[config.mk]
export PLATFORM = sky130hd
export DESIGN_NAME = reservation_station
export DESIGN_NICKNAME = d
export VERILOG_FILES = /design/src/rtl/reservation_station_pkg.sv /design/src/rtl/reservation_station_select.sv /design/src/rtl/reservation_station.sv
export SDC_FILE = /design/constraint.sdc
export NUM_CORES = 1
export LEC_CHECK = 0
export BUFFER_PORTS_ARGS = -buffer_cell sky130_fd_sc_hd__buf_4
export CORE_UTILIZATION = 40
export DETAILED_ROUTE_END_ITERATION = 6
export SLEW_MARGIN = 0
export SYNTH_ARGS = -nofsm -noshare
export SYNTH_HDL_FRONTEND = slang
export SYNTH_SLANG_ARGS = --single-unit
[constraint.sdc]
create_clock -name clk_i -period 7.3 [get_ports clk_i]
set_input_delay 0.73 -clock clk_i [delete_from_list [all_inputs] [get_ports clk_i]]
set_output_delay 0.73 -clock clk_i [all_outputs]
set_load 0.02 [all_outputs]
[src/rtl/reservation_station_pkg.sv]
// Shared processor parameters used by rename, decode and the reservation station.
// Holds default station geometry, tag and word widths, and small sizing helpers.
package reservation_station_pkg;

    localparam int RS_DEPTH  = 4;
    localparam int RS_PREG_W = 5;
    localparam int XLEN      = 32;

    typedef logic [XLEN-1:0] word_t;

    // Index width that stays legal for a single-entry structure.
    function automatic int idx_width(input int n);
        return (n > 1) ? $clog2(n) : 1;
    endfunction

endpackage

[src/rtl/reservation_station_select.sv]
// Oldest-ready picker: lowest set bit of the request vector wins.
// Produces a one-hot grant, the encoded index and an any-request flag.
module rs_select
    import reservation_station_pkg::*;
#(
    parameter int N = RS_DEPTH
)(
    input  logic [N-1:0]            req,
    output logic [N-1:0]            grant,
    output logic [idx_width(N)-1:0] grant_idx,
    output logic                    grant_any
);

    localparam int IW = idx_width(N);

    // Scan from the top so the last hit, the lowest index, is kept.
    always_comb begin
        grant     = '0;
        grant_idx = '0;
        for (int i = N - 1; i >= 0; i--) begin
            if (req[i]) begin
                grant     = '0;
                grant[i]  = 1'b1;
                grant_idx = IW'(i);
            end
        end
    end

    assign grant_any = |req;

endmodule

[src/rtl/reservation_station.sv]
// Age-ordered reservation station: contiguous entries from index 0 (oldest),
// CDB wakeup with dispatch bypass, oldest-ready issue with compacting shift.
module reservation_station
    import reservation_station_pkg::*;
#(
    parameter int DEPTH  = RS_DEPTH,
    parameter int PREG_W = RS_PREG_W
)(
    input  logic                         clk_i,
    input  logic                         reset_i,
    input  logic                         disp_valid_i,
    output logic                         disp_ready_o,
    input  logic [31:0]                  disp_pc_i,
    input  logic [31:0]                  disp_inst_i,
    input  logic [PREG_W-1:0]            disp_prs1_i,
    input  logic                         disp_prs1_rdy_i,
    input  logic [PREG_W-1:0]            disp_prs2_i,
    input  logic                         disp_prs2_rdy_i,
    input  logic [PREG_W-1:0]            disp_prd_i,
    input  logic                         cdb_en_i,
    input  logic [PREG_W-1:0]            cdb_reg_addr_i,
    output logic                         issue_valid_o,
    input  logic                         issue_ready_i,
    output logic [31:0]                  issue_pc_o,
    output logic [31:0]                  issue_inst_o,
    output logic [PREG_W-1:0]            issue_prs1_o,
    output logic [PREG_W-1:0]            issue_prs2_o,
    output logic [PREG_W-1:0]            issue_prd_o,
    input  logic                         flush_i,
    output logic [$clog2(DEPTH+1)-1:0]   count_o
);

    localparam int CNT_W = $clog2(DEPTH + 1);
    localparam int IDX_W = idx_width(DEPTH);

    word_t             pc_reg    [DEPTH];
    word_t             inst_reg  [DEPTH];
    logic [PREG_W-1:0] prs1_reg  [DEPTH];
    logic [PREG_W-1:0] prs2_reg  [DEPTH];
    logic [PREG_W-1:0] prd_reg   [DEPTH];
    logic              rdy1_reg  [DEPTH];
    logic              rdy2_reg  [DEPTH];

    word_t             pc_next   [DEPTH];
    word_t             inst_next [DEPTH];
    logic [PREG_W-1:0] prs1_next [DEPTH];
    logic [PREG_W-1:0] prs2_next [DEPTH];
    logic [PREG_W-1:0] prd_next  [DEPTH];
    logic              rdy1_next [DEPTH];
    logic              rdy2_next [DEPTH];

    logic [CNT_W-1:0]  count_reg;
    logic [CNT_W-1:0]  count_next;
    logic [CNT_W-1:0]  wr_idx;
    logic [DEPTH-1:0]  valid;
    logic [DEPTH-1:0]  req;
    logic [DEPTH-1:0]  grant;
    logic [DEPTH-1:0]  shift_mask;
    logic [IDX_W-1:0]  sel_idx;
    logic              sel_any;
    logic              issue_fire;
    logic              disp_fire;
    logic              disp_rdy1;
    logic              disp_rdy2;

    function automatic logic wake(input logic [PREG_W-1:0] tag, input logic rdy,
                                  input logic en, input logic [PREG_W-1:0] addr);
        return rdy || (en && (tag == addr));
    endfunction

    // Readiness depends only on registered count, never on issue_ready_i.
    assign disp_ready_o  = !reset_i && (count_reg < CNT_W'(DEPTH));
    assign disp_fire     = disp_valid_i && disp_ready_o;
    assign issue_valid_o = sel_any && !reset_i;
    assign issue_fire    = issue_valid_o && issue_ready_i;
    assign wr_idx        = issue_fire ? count_reg - CNT_W'(1) : count_reg;
    assign count_o       = count_reg;

    assign disp_rdy1 = (disp_prs1_i == '0) ||
                       wake(disp_prs1_i, disp_prs1_rdy_i, cdb_en_i, cdb_reg_addr_i);
    assign disp_rdy2 = (disp_prs2_i == '0) ||
                       wake(disp_prs2_i, disp_prs2_rdy_i, cdb_en_i, cdb_reg_addr_i);

    always_comb begin
        count_next = count_reg;
        if (issue_fire) begin
            count_next = count_next - CNT_W'(1);
        end
        if (disp_fire) begin
            count_next = count_next + CNT_W'(1);
        end
    end

    rs_select #(
        .N (DEPTH)
    ) u_select (
        .req       (req),
        .grant     (grant),
        .grant_idx (sel_idx),
        .grant_any (sel_any)
    );

    // Entries at or above the issuing one move down by one slot.
    always_comb begin
        logic acc;
        acc        = 1'b0;
        shift_mask = '0;
        for (int i = 0; i < DEPTH; i++) begin
            acc           = acc | grant[i];
            shift_mask[i] = acc && issue_fire;
        end
    end

    assign issue_pc_o   = pc_reg[sel_idx];
    assign issue_inst_o = inst_reg[sel_idx];
    assign issue_prs1_o = prs1_reg[sel_idx];
    assign issue_prs2_o = prs2_reg[sel_idx];
    assign issue_prd_o  = prd_reg[sel_idx];

    for (genvar gi = 0; gi < DEPTH; gi++) begin : g_entry
        localparam int SRC_UP = (gi + 1 < DEPTH) ? gi + 1 : gi;

        logic              load;
        logic [PREG_W-1:0] src_prs1;
        logic [PREG_W-1:0] src_prs2;
        logic              src_rdy1;
        logic              src_rdy2;

        assign valid[gi] = CNT_W'(gi) < count_reg;
        assign req[gi]   = valid[gi] && rdy1_reg[gi] && rdy2_reg[gi];
        assign load      = disp_fire && (wr_idx == CNT_W'(gi));

        assign src_prs1 = shift_mask[gi] ? prs1_reg[SRC_UP] : prs1_reg[gi];
        assign src_prs2 = shift_mask[gi] ? prs2_reg[SRC_UP] : prs2_reg[gi];
        assign src_rdy1 = shift_mask[gi] ? rdy1_reg[SRC_UP] : rdy1_reg[gi];
        assign src_rdy2 = shift_mask[gi] ? rdy2_reg[SRC_UP] : rdy2_reg[gi];

        // Wakeup is applied to the post-shift contents so no broadcast is lost.
        assign pc_next[gi]   = load ? disp_pc_i   :
                               (shift_mask[gi] ? pc_reg[SRC_UP] : pc_reg[gi]);
        assign inst_next[gi] = load ? disp_inst_i :
                               (shift_mask[gi] ? inst_reg[SRC_UP] : inst_reg[gi]);
        assign prd_next[gi]  = load ? disp_prd_i  :
                               (shift_mask[gi] ? prd_reg[SRC_UP] : prd_reg[gi]);
        assign prs1_next[gi] = load ? disp_prs1_i : src_prs1;
        assign prs2_next[gi] = load ? disp_prs2_i : src_prs2;
        assign rdy1_next[gi] = load ? disp_rdy1 :
                               wake(src_prs1, src_rdy1, cdb_en_i, cdb_reg_addr_i);
        assign rdy2_next[gi] = load ? disp_rdy2 :
                               wake(src_prs2, src_rdy2, cdb_en_i, cdb_reg_addr_i);
    end

    always_ff @(posedge clk_i) begin
        if (reset_i || flush_i) begin
            count_reg <= '0;
            for (int i = 0; i < DEPTH; i++) begin
                rdy1_reg[i] <= 1'b0;
                rdy2_reg[i] <= 1'b0;
            end
        end else begin
            count_reg <= count_next;
            for (int i = 0; i < DEPTH; i++) begin
                rdy1_reg[i] <= rdy1_next[i];
                rdy2_reg[i] <= rdy2_next[i];
            end
        end
    end

    // Payload is qualified by count and ready bits, so it needs no reset.
    always_ff @(posedge clk_i) begin
        for (int i = 0; i < DEPTH; i++) begin
            pc_reg[i]   <= pc_next[i];
            inst_reg[i] <= inst_next[i];
            prs1_reg[i] <= prs1_next[i];
            prs2_reg[i] <= prs2_next[i];
            prd_reg[i]  <= prd_next[i];
        end
    end

endmodule

# ---- Word-level counts from Yosys, hierarchy flattened
# Memory sizes are Yosys's and may differ from the RTL's.
# Cells that the tools add are included.
dict set report classes {
  n_addsub 2
  mul 0
  div 0
  order_cmp 5
  n_eq_ne 14
  n_shift 0
  mux 69
  bitwise_logic 10
  n_reduce_logical 47
}
# op n
set op_table {}
lappend op_table {{$mux 32} 14}
lappend op_table {{$mux 5} 21}
lappend op_table {{$eq 5x5->1} 10}
lappend op_table {{$logic_and 1x1->1} 29}
lappend op_table {{$mux 1} 25}
lappend op_table {{$mux 3} 5}
lappend op_table {{$logic_or 1x1->1} 13}
lappend op_table {{$logic_not 5->1} 2}
lappend op_table {{$or 1x1->1} 10}
lappend op_table {{$mux 2} 4}
lappend op_table {{$eq 3x2->1 const B} 2}
lappend op_table {{$lt 1x3->1 const A} 2}
lappend op_table {{$lt 2x3->1 const A} 2}
lappend op_table {{$reduce_or 4->1} 1}
lappend op_table {{$add 3x1->3 const B} 1}
lappend op_table {{$eq 3x1->1 const B} 1}
lappend op_table {{$logic_not 3->1} 1}
lappend op_table {{$lt 3x3->1 const B} 1}
lappend op_table {{$sub 3x1->3 const B} 1}
lappend op_table {{$ne 2x2->1 const B} 1}
lappend op_table {{$logic_not 1->1} 1}
dict set report totals {
  reg_bits 3
  latchBits 0
  ramBits 324
  romBits 0
  in_bits 92
  elab_cells 155
  n_memories 7
}
# name depth word_bits rd rd_ports_with_merged_regs wr line
set mem_list {}
lappend mem_list {inst_reg 4 32 4 0 4 reservation_station.sv:37} ;# word_t inst_reg [DEPTH];
lappend mem_list {pc_reg 4 32 4 0 4 reservation_station.sv:36} ;# word_t pc_reg [DEPTH];
lappend mem_list {prd_reg 4 5 4 0 4 reservation_station.sv:40} ;# logic [PREG_W-1:0] prd_reg [DEPTH];
lappend mem_list {prs1_reg 4 5 5 0 4 reservation_station.sv:38} ;# logic [PREG_W-1:0] prs1_reg [DEPTH];
lappend mem_list {prs2_reg 4 5 5 0 4 reservation_station.sv:39} ;# logic [PREG_W-1:0] prs2_reg [DEPTH];
lappend mem_list {rdy1_reg 4 1 4 0 4 reservation_station.sv:41} ;# logic rdy1_reg [DEPTH];
lappend mem_list {{+1 memories} n/a n/a n/a n/a n/a n/a}

# ---- Depth between registers and ports, before layout
# Gate-level depths: netlist (run 1).
dict set report depth {
  ltp_word 15
  mapped_depth 15
  mapped_depth_nobuf 14
}

# ---- Modules after synthesis
# Synthesis (run 1) repeated with hierarchy kept, for this count alone.
dict set report unflattened {
  hier_cells 1117
  hier_area_um2 16173.0
}
# module instances cells_each area_each_um2 seq_area_each_um2
set by_module_without_submodules {}
lappend by_module_without_submodules {reservation_station 1 1107 16114.2 9409.0}
lappend by_module_without_submodules {rs_select 1 10 58.8 0.0}

# ---- Worst setup path before layout (run 1)
# No wires, ideal clock.
dict set report synth_timing {
  path_type {reg-to-reg}
  startpoint {register count_reg[1] (netlist: count_o[1])}
  endpoint {memory inst_reg[2][0] (netlist name) (enable)}
  arrival_ps 4037
  path_slack_ps 2536
  path_stages_with_launch 15
  path_buffers 2
  path_cell_list {dfxtp_1 > inv_1 > ha_1 > nor2b_1 > o21ai_2 > a21oi_4 > nor2_1 > xnor2_1 > inv_1 > ha_1 > and3_1 > o31ai_4 > buf_2 > buf_2 > nand2_1}
}
# item line
set synth_lines {}
lappend synth_lines {{from (decl)} reservation_station.sv:52} ;# logic [CNT_W-1:0] count_reg;
lappend synth_lines {{from (signal assigned)} reservation_station.sv:161} ;# count_reg <= count_next;
lappend synth_lines {{to (decl)} reservation_station.sv:37}

# ---- Worst setup path in the final report (run 1)
dict set report layout_timing {
  startpoint {register count_reg[1] (netlist: count_o[1])}
  endpoint {output issue_prd_o[0]}
}
dict set report layout_via {
  elab_chain_len 8
  elab_cells_between_ends 17
  cone_classes {4 x order compare; 4 x mux; 8 x reduce/logical; 1 x memory}
}
# item line
set layout_rtl {}
lappend layout_rtl {{$lt 2x3->1} reservation_station.sv:129} ;# assign valid[gi] = CNT_W'(gi) < count_reg;
lappend layout_rtl {{$logic_and 1x1->1 (2 in series)} reservation_station.sv:130} ;# assign req[gi] = valid[gi] && rdy1_reg[gi] && rdy2_reg[gi];
lappend layout_rtl {{$mux 2 (3 in series)} reservation_station_select.sv:21} ;# if (req[i]) begin
lappend layout_rtl {{$mux 2 *} reservation_station_select.sv:21}
lappend layout_rtl {{$mem_v2 4x5 *} n/a}
lappend layout_rtl {{to (decl)} reservation_station.sv:28} ;# output logic [PREG_W-1:0] issue_prd_o,
# Mark *: on every way between the ends. The rest lies on a longest branch, timed or not.

==> summary.md, run 1 <==
| Metric | Value |
|---|---|
| Status | `finished clean` |
| Switching part of the total power | `23.15%` |
| Flop pwr share | `49.5%` |
| Critical Path End Type | `primary output` |
| Clock root buffer | `clkbuf_16` |
| Initial Utilization | `40.51%` |
| Slew Limit Fails | `0` |
| Post-cts resize count | `0` |
| Synthesis-to-finish area growth | `16.93%` |
| Async SR Flop Fraction | `0%` |
| I/O pin total | `176` |
| Area of the multi-input gates | `6588 sq um` |
| H-tree levels | `2` |
| CTS sink count | `327` |
| Post-layout minimum cycle time | `5047 ps` |
| Register Area | `9409 sq um` |
| Die width | `205.4 microns` |
| Deepest clock path buffer count | `3` |
| Initial antenna violation count | `1` |
| Count leader, synth | `nand2_1` |
| Startpoint Class | `flop` |
| Syn nets | `1,716` |
| Leading area contributor after synthesis | `edfxtp_1` |
| Logic pwr share | `8.7%` |
| Total GRT Usage | `21.44%` |
| Hold Buf Count CTS | `0` |
| Clock share of power | `41.8%` |
| Largest net degree at the start of global routing | `131` |
| Synth top area cells | `edfxtp_1 (52%), nand2_1 (14%), mux2_2 (5.0%)` |
| CTS Buf Count | `37` |
| Wirelength per Cell | `19.72 microns` |
| Pwr dens | `221.2 nW/um^2` |
| Drt pass-1 iters | `7` |
| First-pass GRT wire length | `69,500 microns` |
| FMAX | `198.1 MHz` |
| Via count | `12,450` |
| Worst Path Arrival | `4320 ps` |
| Placed Cells | `2,238` |
| Non-filler cells, final | `2,302` |
| Hold Path Class | `input pin to flop` |
| RePlAce Congestion | `0.8838` |
| Synth top cells by count | `nand2_1 (609), edfxtp_1 (286), a31oi_1 (84), a211oi_1 (81), mux2_2 (73)` |
| Worst-skew pair later-pin latency | `540 ps` |
| Critical path type | `flop to primary output` |
| Static Leakage | `0.007390 uW` |
| Post-synth EDFFs | `286` |
| HPWL Detailed | `26,640 microns` |
| Yosys cell types | `63` |
| Pwr Total | `4278 uW` |
| Worst Path Max Fanout | `74` |
| Layout cells sized above 1 | `19.44%` |
| Max VDD drop | `0.2000 mV` |
| Post-synthesis sequential element count | `327` |
| Net switching power | `990.6 uW` |
| Clock Pin Slew Worst Setup and Hold Paths | `60 ps` |
| Int Pwr | `3288 uW` |
| Synthesized netlist cell count | `1,617` |
| Via/cell ratio | `5.408` |
| Post-layout nets | `1,844` |
| Placement Rows | `74` |
| Total Die Area | `42,170 sq um` |
| Overflow after GRT | `0` |
| Postcts setup bufs | `0` |
| Fill cell count | `3,787` |
| Worst-case clock skew | `16.79 ps` |
| Final hold viol count | `0` |
| Std-Cell Core Area | `40,830 sq um` |
| Drt initial violations | `936` |
| Seq/Total Area, Yosys | `56.88%` |
| Total of max-cap violations | `0` |
| IO Port Bufs | `175` |
| Setup TNS | `0 ps` |
| Residual DRC | `0` |
| Setup violators final | `0` |
| Top cell type's share of synthesized area | `51.92%` |
| Yosys warns | `0` |
| Die H | `205.4 microns` |
| Mean post-synth cell area | `10.23 sq um` |
| WP data required | `6570 ps` |
| Ant diodes | `0` |
| Synth Flop Type | `edfxtp_1` |
| Slew @ Worst Pin | `1175 ps` |
| Post-route ant nets | `0` |
| Unrepaired setup endpoints after global routing | `no` |
| Max-slew headroom | `21.66%` |
| Final wirelength | `45,390 microns` |
| CTS tree | `yes` |
| Synthesized area | `16,540 sq um` |
| Period utilization | `69.14%` |
| Vias in the first global route | `11,926` |
[kinds of logic (layout without fill, tap and decap cells)]
kind of cell | after synthesis | after routing | synth area share [%]
adders and majority gates | 7 | 7 | 0.5295
DFF | 327 | 327 | 56.88
and+or+nand+nor | 756 | 756 | 19.00
xor gates and xnor gates | 50 | 50 | 2.731
buffers and inverters | 121 | 274 | 3.623
AOI/OAI and AO/OA | 257 | 257 | 10.69
muxes | 99 | 99 | 6.543
[layout by cell type (no fill, tap or decap), types with 26 or more instances in the layout]
| cell | synthesis | layout |
|---|---|---|
| and2_1 | 72 | 72 |
| dfxtp_1 | 41 | 41 |
| a211oi_1 | 81 | 81 |
| nand2_1 | 609 | 607 |
| mux2_2 | 73 | 73 |
| mux2i_1 | 26 | 26 |
| edfxtp_1 | 286 | 286 |
| o21ai_0 | 32 | 32 |
| a31oi_1 | 84 | 84 |
| clkbuf_16 | 0 | 39 |
| buf_4 | 8 | 194 |
| xnor2_1 | 26 | 26 |
[critical path, stage by stage, from the launching register on]
cell,delay (ps)
dfxtp_1,540
inv_1,120
ha_1,210
nor2b_1,150
o21a_1,330
o21ai_4,830
buf_4,720
and2_1,220
a211oi_1,40
a31oi_1,310
buf_4,210
[final cells by class]
| cell class | instances | share of cell area, % |
|---|---|---|
| Sequential cell | 327 | 48.65 |
| Multi-Input combinational cell | 1169 | 34.06 |
| Timing Repair Buffer | 195 | 7.634 |
| Clock buffer | 47 | 5.201 |
| Tap cell | 532 | 3.442 |
| Clock inverter | 17 | 0.7181 |
| Inverter | 15 | 0.2976 |
[path summary, 6_finish.rpt]
check | start | to | slack, ps | cells past startpoint
worst max-delay path | count_o[1] | issue_prd_o[0] | 2250 | 10
worst min-delay path | disp_pc_i[3] | pc_reg[3][3] | 400 | 1
worst max register to register | count_o[1] | inst_reg[0][23] | 2390 | 14
worst min register to register | pc_reg[2][25] | pc_reg[1][25] | 540 | 2
[metal layers]
layer | track usage, % | up-vias | wire [microns]
li1 | - | 5947 | -
met1 | 29.64 | 6097 | 20340
met2 | 34.95 | 365 | 21640
met3 | 3.627 | 39 | 2799
met4 | 5.185 | 2 | 605
met5 | 0 | - | 17
[power by group through the flow]
| stage | Combinational, uW | Sequential (uW) | Clock [uW] |
|---|---|---|---|
| floorplan | 220 | 2150 | 0 |
| global placement | 370 | 2160 | 0 |
| detailed placement | 373 | 2160 | 0 |
| CTS | 374 | 2120 | 1830 |
| global route | 403 | 2120 | 1910 |
| finish | 372 | 2120 | 1790 |
[per-stage QoR]
stage	hold slack, ps	setup WS (ps)	area (sq um)	util [%]
CTS	379.9	2288	19340	47.37
global placement	518.5	2508	18200	44.56
detailed placement	529.2	2416	18200	44.56
global route	377.1	1980	19340	47.37
finish	397.0	2253	19340	47.37
floorplan	516.5	2536	16540	-
Note: power is estimated with default switching activity, not from simulation.
==> run 2, diff against run 1 <==
Clock period 7.3 ns to 4.5 ns, I/O delays scaled along.
==> run 2 against run 1 <==
Hold slack lost 270 ps; final cell count grew 0.22%; first-iteration DRC count shrank 11%; non-clock buffer count grew 4; critical path type unchanged; largest cell class unchanged.
==> summary.md, run 2 (synthesis gave the netlist of run 1 again) <==
| Metric | Value |
|---|---|
| Worst Path Arrival | `3400 ps (was 4320 ps)` |
| Slew @ Worst Pin | `677.9 ps (was 1175 ps)` |
| Max-slew headroom | `54.81% (was 21.66%)` |
| Std-Cell Core Area | `40,830 sq um (unchanged)` |
| Register Area | `9409 sq um (unchanged)` |
| CP cell instances | `inv_1 -> ha_1 -> nor2b_1 -> o21a_1 -> o21ai_4 -> buf_12 -> and2_1 -> a211oi_1 -> a31oi_1 -> buf_4 (was inv_1 -> ha_1 -> nor2b_1 -> o21a_1 -> o21ai_4 -> buf_4 -> and2_1 -> a211oi_1 -> a31oi_1 -> buf_4)` |
| Crit-path slowest cell | `dfxtp_1 (was o21ai_4)` |
| Final hold viol count | `0 (unchanged)` |
| Post-cts resize count | `0 (unchanged)` |
| Placement Rows | `74 (unchanged)` |
| Critical path type | `flop to primary output (unchanged)` |
| Postcts setup bufs | `0 (unchanged)` |
| Final wirelength | `45,290 microns (was 45,390 microns)` |
| Startpoint Class | `flop (unchanged)` |
| Status | `finished clean (unchanged)` |
| CP Buf/Inv Count | `3 (unchanged)` |
| Flop pwr share | `49.4% (was 49.5%)` |
| Worst-case clock skew | `16.87 ps (was 16.79 ps)` |
| Wirelength per Cell | `19.63 microns (was 19.72 microns)` |
| Die width | `205.4 microns (unchanged)` |
| First-pass GRT wire length | `70,370 microns (was 69,500 microns)` |
| Worst Path Max Fanout | `107 (was 74)` |
| Total Die Area | `42,170 sq um (unchanged)` |
| Via count | `12,345 (was 12,450)` |
| Post-Route Utilization | `47.89% (was 47.37%)` |
| Clock share of power | `41.9% (was 41.8%)` |
| Post-layout nets | `1,849 (was 1,844)` |
| R2r setup slk | `720 ps (was 2390 ps)` |
| Largest net degree at the start of global routing | `108 (was 131)` |
| WP data required | `4050 ps (was 6570 ps)` |
| RePlAce Congestion | `0.9396 (was 0.8838)` |
| Initial Utilization | `40.51% (unchanged)` |
| Drt pass-1 iters | `5 (was 7)` |
| Clock Pin Slew Worst Setup and Hold Paths | `60 ps (about the same)` |
| H-tree levels | `2 (unchanged)` |
| Total of max-cap violations | `0 (unchanged)` |
| CP max stage delay | `530 ps (was 830 ps)` |
| Period utilization | `85.50%` |
| Layout cells sized above 1 | `19.15% (was 19.44%)` |
| CTS Buf Count | `38 (was 37)` |
| Net switching power | `1582 uW (was 990.6 uW)` |
| Ant diodes | `0 (unchanged)` |
| Int Pwr | `5386 uW (was 3288 uW)` |
| Static Leakage | `0.007452 uW (was 0.007390 uW)` |
| Logic pwr share | `8.7% (about the same)` |
| Max VDD drop | `0.2290 mV (was 0.2000 mV)` |
| Vias in the first global route | `12,295 (was 11,926)` |
| FMAX | `259.9 MHz` |
| Synthesis-to-finish area growth | `18.22% (was 16.93%)` |
| IO Port Bufs | `175 (unchanged)` |
| Initial antenna violation count | `0 (was 1)` |
| Post-layout minimum cycle time | `3848 ps` |
| Overflow after GRT | `0 (unchanged)` |
| Hold Buf Count CTS | `0 (unchanged)` |
| HPWL Detailed | `26,360 microns (was 26,640 microns)` |
| Die H | `205.4 microns (unchanged)` |
| Fill cell count | `3,790 (was 3,787)` |
| Drt initial violations | `836 (was 936)` |
| Clock root buffer | `clkbuf_16 (unchanged)` |
| Critical path's top delay family | `compound AO/OA/AOI/OAI gates (unchanged)` |
| Hold Path Class | `input pin to flop (unchanged)` |
| Setup violators final | `0 (unchanged)` |
| Worst-skew pair later-pin latency | `530 ps (was 540 ps)` |
| Switching part of the total power | `22.70% (was 23.15%)` |
| Most frequent cells in the layout | `nand2_1 (607), edfxtp_1 (286), buf_4 (185), a31oi_1 (84), a211oi_1 (81) (was nand2_1 (607), edfxtp_1 (286), buf_4 (194), a31oi_1 (84), a211oi_1 (81))` |
| Commonest non-fill, non-tap cell in the layout | `nand2_1 (unchanged)` |
| Post-route ant nets | `0 (unchanged)` |
| I/O pin total | `176 (unchanged)` |
| Residual DRC | `0 (unchanged)` |
| Pwr dens | `356.3 nW/um^2 (was 221.2 nW/um^2)` |
| Total GRT Usage | `21.64% (was 21.44%)` |
| Deepest clock path buffer count | `3 (unchanged)` |
| Area of the multi-input gates | `6588 sq um (unchanged)` |
| CTS tree | `yes (unchanged)` |
| Critical Path End Type | `primary output (unchanged)` |
| Unrepaired setup endpoints after global routing | `no (unchanged)` |
| CTS sink count | `327 (unchanged)` |
| Setup TNS | `0 ps (unchanged)` |
| Slew Limit Fails | `0 (unchanged)` |
| Via/cell ratio | `5.351 (was 5.408)` |
==> run 2: stage by stage <==
step / std cells / power [uW] / hold slack [ps] / area [sq um] / worst slack, ps
2_1_floorplan: 1617 / 3837 / 516.5 / 16550 / 137.2
3_3_place_gp: 2242 / 4102 / 518.1 / 18390 / 861.8
3_5_place_dp: 2242 / 4112 / 529.3 / 18390 / 749.3
4_1_cts: 2307 / 7052 / 93.86 / 19550 / 657.3
5_1_grt: 2307 / 7229 / 101.3 / 19550 / 486.9
6_report: 2307 / 6968 / 125.0 / 19550 / 652.4
==> run 2: path summary, 6_finish.rpt <==
check / startpoint / to / cells after the start
setup / recovery: count_o[1] / issue_pc_o[26] / 10
hold reg to reg: pc_reg[2][6] / pc_reg[1][6] / 2
setup reg to reg: count_o[1] / inst_reg[0][29] / 13
hold / removal: disp_pc_i[19] / pc_reg[3][19] / 1
==> run 2: cell type report <==
type,count,area share (%)
clock inverter,9,0.3199
multi-input combinational,1169,33.69
sequential,327,48.12
timing repair buffer,199,8.536
inverter,15,0.2943
clock buffer,56,5.637
tap,532,3.404
==> run 2: power by group through the flow <==
stage	logic, uW	clock network (uW)	registers, uW
3_3_place_gp	604	0	3500
2_1_floorplan	356	0	3480
6_report	608	2920	3440
3_5_place_dp	611	0	3500
5_1_grt	665	3120	3450
4_1_cts	613	3000	3440
==> run 2: metal layers <==
metal,vias up,wire length [microns],GRT usage (%)
met4,0,849,5.397
met1,5964,20110,29.52
met3,58,2782,3.468
li1,5953,-,-
met5,-,0,0
met2,370,21550,35.82
==> run 3, diff against run 2 <==
Settings changed: CORE_UTILIZATION 40 to 47, PLACE_DENSITY from default to 0.66.
Clock period 4.5 ns to 3.9 ns, I/O delays scaled along.
==> run 3 against run 2 <==
Count of clock-buffer cells in the layout decreased by 10; total power rose by 12%; non-clock buffer count grew 10; clock power grew 7.5%; final cell count fell by 2.9%; die area is 15% lower; flip-flop and latch count unchanged; clock skew shrank 3.8 ps; utilization is 8.4 points higher; hold slack worse by 50 ps; critical endpoint is now issue_prs1_o[0]; largest cell class unchanged.
==> summary.md, run 3 (synthesis gave the netlist of run 1 again) <==
| Metric | Value |
|---|---|
| Period utilization | `95.41%` |
| Post-layout minimum cycle time | `3721 ps` |
| Register Area | `9412 sq um (was 9409 sq um)` |
| Max-slew headroom | `47.48% (was 54.81%)` |
| Unrepaired setup endpoints after global routing | `no (unchanged)` |
| WP data required | `3510 ps (was 4050 ps)` |
| Worst reg-to-reg path cell count | `13 (unchanged)` |
| Layout cells sized above 1 | `19.79% (was 19.15%)` |
| Vias in the first global route | `12,476 (was 12,295)` |
| CTS Buf Count | `37 (was 38)` |
| Hold Buf Count CTS | `0 (unchanged)` |
| First-pass GRT wire length | `69,920 microns (was 70,370 microns)` |
| Via count | `12,654 (was 12,345)` |
| Clock Pin Slew Worst Setup and Hold Paths | `60 ps (about the same)` |
| Startpoint Class | `flop (unchanged)` |
| Initial Utilization | `47.77% (was 40.51%)` |
| Fill cell count | `2,977 (was 3,790)` |
| Largest net degree at the start of global routing | `132 (was 108)` |
| Drt pass-1 iters | `6 (was 5)` |
| Worst Path Arrival | `3330 ps (was 3400 ps)` |
| Worst hold endpoint | `inst_reg[3][27] (was pc_reg[3][19])` |
| Total Die Area | `35,950 sq um (was 42,170 sq um)` |
| Switching part of the total power | `23.37% (was 22.70%)` |
| Worst Path Max Fanout | `66 (was 107)` |
| Total GRT Usage | `24.79% (was 21.64%)` |
| Logic pwr share | `9.0% (was 8.7%)` |
| Hold path depth | `1 (unchanged)` |
| Setup slack after layout | `178.9 ps (was 652.4 ps)` |
| Overflow after GRT | `0 (unchanged)` |
| FMAX | `268.7 MHz` |
| Net switching power | `1825 uW (was 1582 uW)` |
| R2r setup slk | `240 ps (was 720 ps)` |
| CP max stage delay | `440 ps (was 530 ps)` |
| Critical Path End Type | `primary output (unchanged)` |
| CTS sink count | `327 (unchanged)` |
| Initial antenna violation count | `0 (unchanged)` |
| IO Port Bufs | `175 (unchanged)` |
| Final instance area | `19,490 sq um (was 19,550 sq um)` |
| Hold Path Class | `input pin to flop (unchanged)` |
| Commonest non-fill, non-tap cell in the layout | `nand2_1 (unchanged)` |
| Placement Rows | `68 (was 74)` |
| Final hold slack | `74.64 ps (was 125.0 ps)` |
| Pwr dens | `400.7 nW/um^2 (was 356.3 nW/um^2)` |
| Int Pwr | `5984 uW (was 5386 uW)` |
| Setup violators final | `0 (unchanged)` |
| Max VDD drop | `0.2526 mV (was 0.2290 mV)` |
| Clock share of power | `40.2% (was 41.9%)` |
| Final hold viol count | `0 (unchanged)` |
| Flop pwr share | `50.8% (was 49.4%)` |
| End of the worst register-to-register path | `pc_reg[0][2] (was inst_reg[0][29])` |
| I/O pin total | `176 (unchanged)` |
| Dpl ws | `328.3 ps (was 749.3 ps)` |
| Total of max-cap violations | `0 (unchanged)` |
| Worst-case clock skew | `13.07 ps (was 16.87 ps)` |
| Static Leakage | `0.007476 uW (was 0.007452 uW)` |
| Residual DRC | `0 (unchanged)` |
| Ant diodes | `0 (unchanged)` |
| Synthesis-to-finish area growth | `17.81% (was 18.22%)` |
| Via/cell ratio | `5.652 (was 5.351)` |
| Std-Cell Core Area | `34,630 sq um (was 40,830 sq um)` |
| Worst-skew pair later-pin latency | `510 ps (was 530 ps)` |
| Die width | `189.6 microns (was 205.4 microns)` |
| Deepest clock path buffer count | `3 (unchanged)` |
| Slew @ Worst Pin | `784.8 ps (was 677.9 ps)` |
| Critical path type | `flop to primary output (unchanged)` |
| Critical Path Stages | `10 (unchanged)` |
| CTS tree | `yes (unchanged)` |
| Final wirelength | `44,980 microns (was 45,290 microns)` |
| CP cell instances | `inv_1 -> ha_1 -> nor2b_1 -> o21a_1 -> o21ai_4 -> clkbuf_16 -> and2_1 -> a211oi_1 -> a31oi_1 -> buf_4 (was inv_1 -> ha_1 -> nor2b_1 -> o21a_1 -> o21ai_4 -> buf_12 -> and2_1 -> a211oi_1 -> a31oi_1 -> buf_4)` |
| Post-route ant nets | `0 (unchanged)` |
| Post-Route Utilization | `56.28% (was 47.89%)` |
| CP Buf/Inv Count | `3 (unchanged)` |
| Crit-path slowest cell | `dfxtp_2 (was dfxtp_1)` |
| Dpl cell area | `18,400 sq um (was 18,390 sq um)` |
| Status | `finished clean (unchanged)` |
| Clock root buffer | `clkbuf_16 (unchanged)` |
| Drt initial violations | `852 (was 836)` |
| Wirelength per Cell | `20.09 microns (was 19.63 microns)` |
| Area of the multi-input gates | `6588 sq um (unchanged)` |
| Setup TNS | `0 ps (unchanged)` |
| Slew Limit Fails | `0 (unchanged)` |
| Critical R2R Launch | `count_o[1] (unchanged)` |
| Most frequent cells in the layout | `nand2_1 (607), edfxtp_1 (286), buf_4 (191), a31oi_1 (84), a211oi_1 (81) (was nand2_1 (607), edfxtp_1 (286), buf_4 (185), a31oi_1 (84), a211oi_1 (81))` |
| Critical path's top delay family | `compound AO/OA/AOI/OAI gates (unchanged)` |
| Post-layout nets | `1,858 (was 1,849)` |
| HPWL Detailed | `26,380 microns (was 26,360 microns)` |
| H-tree levels | `2 (unchanged)` |
| Die H | `189.6 microns (was 205.4 microns)` |
| RePlAce Congestion | `0.9331 (was 0.9396)` |
| Worst hold start | `disp_inst_i[27] (was disp_pc_i[19])` |
## run 3: cell type report
cell class / instances / share of cell area [%]
flip-flops and latches: 327 / 48.30
multi-input cells: 1169 / 33.80
repair buffers: 209 / 9.188
clock buffers: 46 / 5.027
well taps: 455 / 2.921
clock inverters: 18 / 0.4559
inverters: 15 / 0.3082
## run 3: per-layer routing
| layer | vias up | share of wire [%] | track usage, % |
|---|---|---|---|
| li1 | 5981 | - | - |
| met1 | 6174 | 44 | 34.39 |
| met2 | 434 | 48 | 41.00 |
| met3 | 65 | 6.4 | 3.302 |
| met4 | 0 | 2.1 | 6.421 |
| met5 | - | 0 | 0 |
## run 3: worst max path at each step
stage | start | slack, ps | end
2_1_floorplan | count_o[0] | 50 | inst_reg[3][0]
3_3_place_gp | count_o[1] | 410 | pc_reg[0][21]
3_5_place_dp | count_o[1] | 330 | pc_reg[0][2]
4_1_cts | count_o[1] | 160 | issue_pc_o[31]
5_1_grt | count_o[1] | 70 | issue_pc_o[31]
6_report | count_o[1] | 180 | issue_prs1_o[0]
## run 3: per-stage QoR
| step | cells | total power [uW] |
|---|---|---|
| floorplan | 1617 | 4427 |
| global route | 2239 | 8093 |
| detailed placement | 2174 | 4740 |
| global placement | 2174 | 4726 |
| finish | 2239 | 7809 |
| CTS | 2238 | 7873 |
## run 3: power groups by stage
stage          Combinational (uW)  Clock (uW)  Sequential [uW]
2_1_floorplan                 411           0             4020
3_3_place_gp                  692           0             4030
3_5_place_dp                  702           0             4040
4_1_cts                       704        3200             3960
5_1_grt                       763        3350             3980
6_report                      703        3140             3970
## run 3: timing repair
item	in CTS	in global routing
setup endpoints to repair	0	1
buffers inserted	0	0
gates resized for setup	0	2
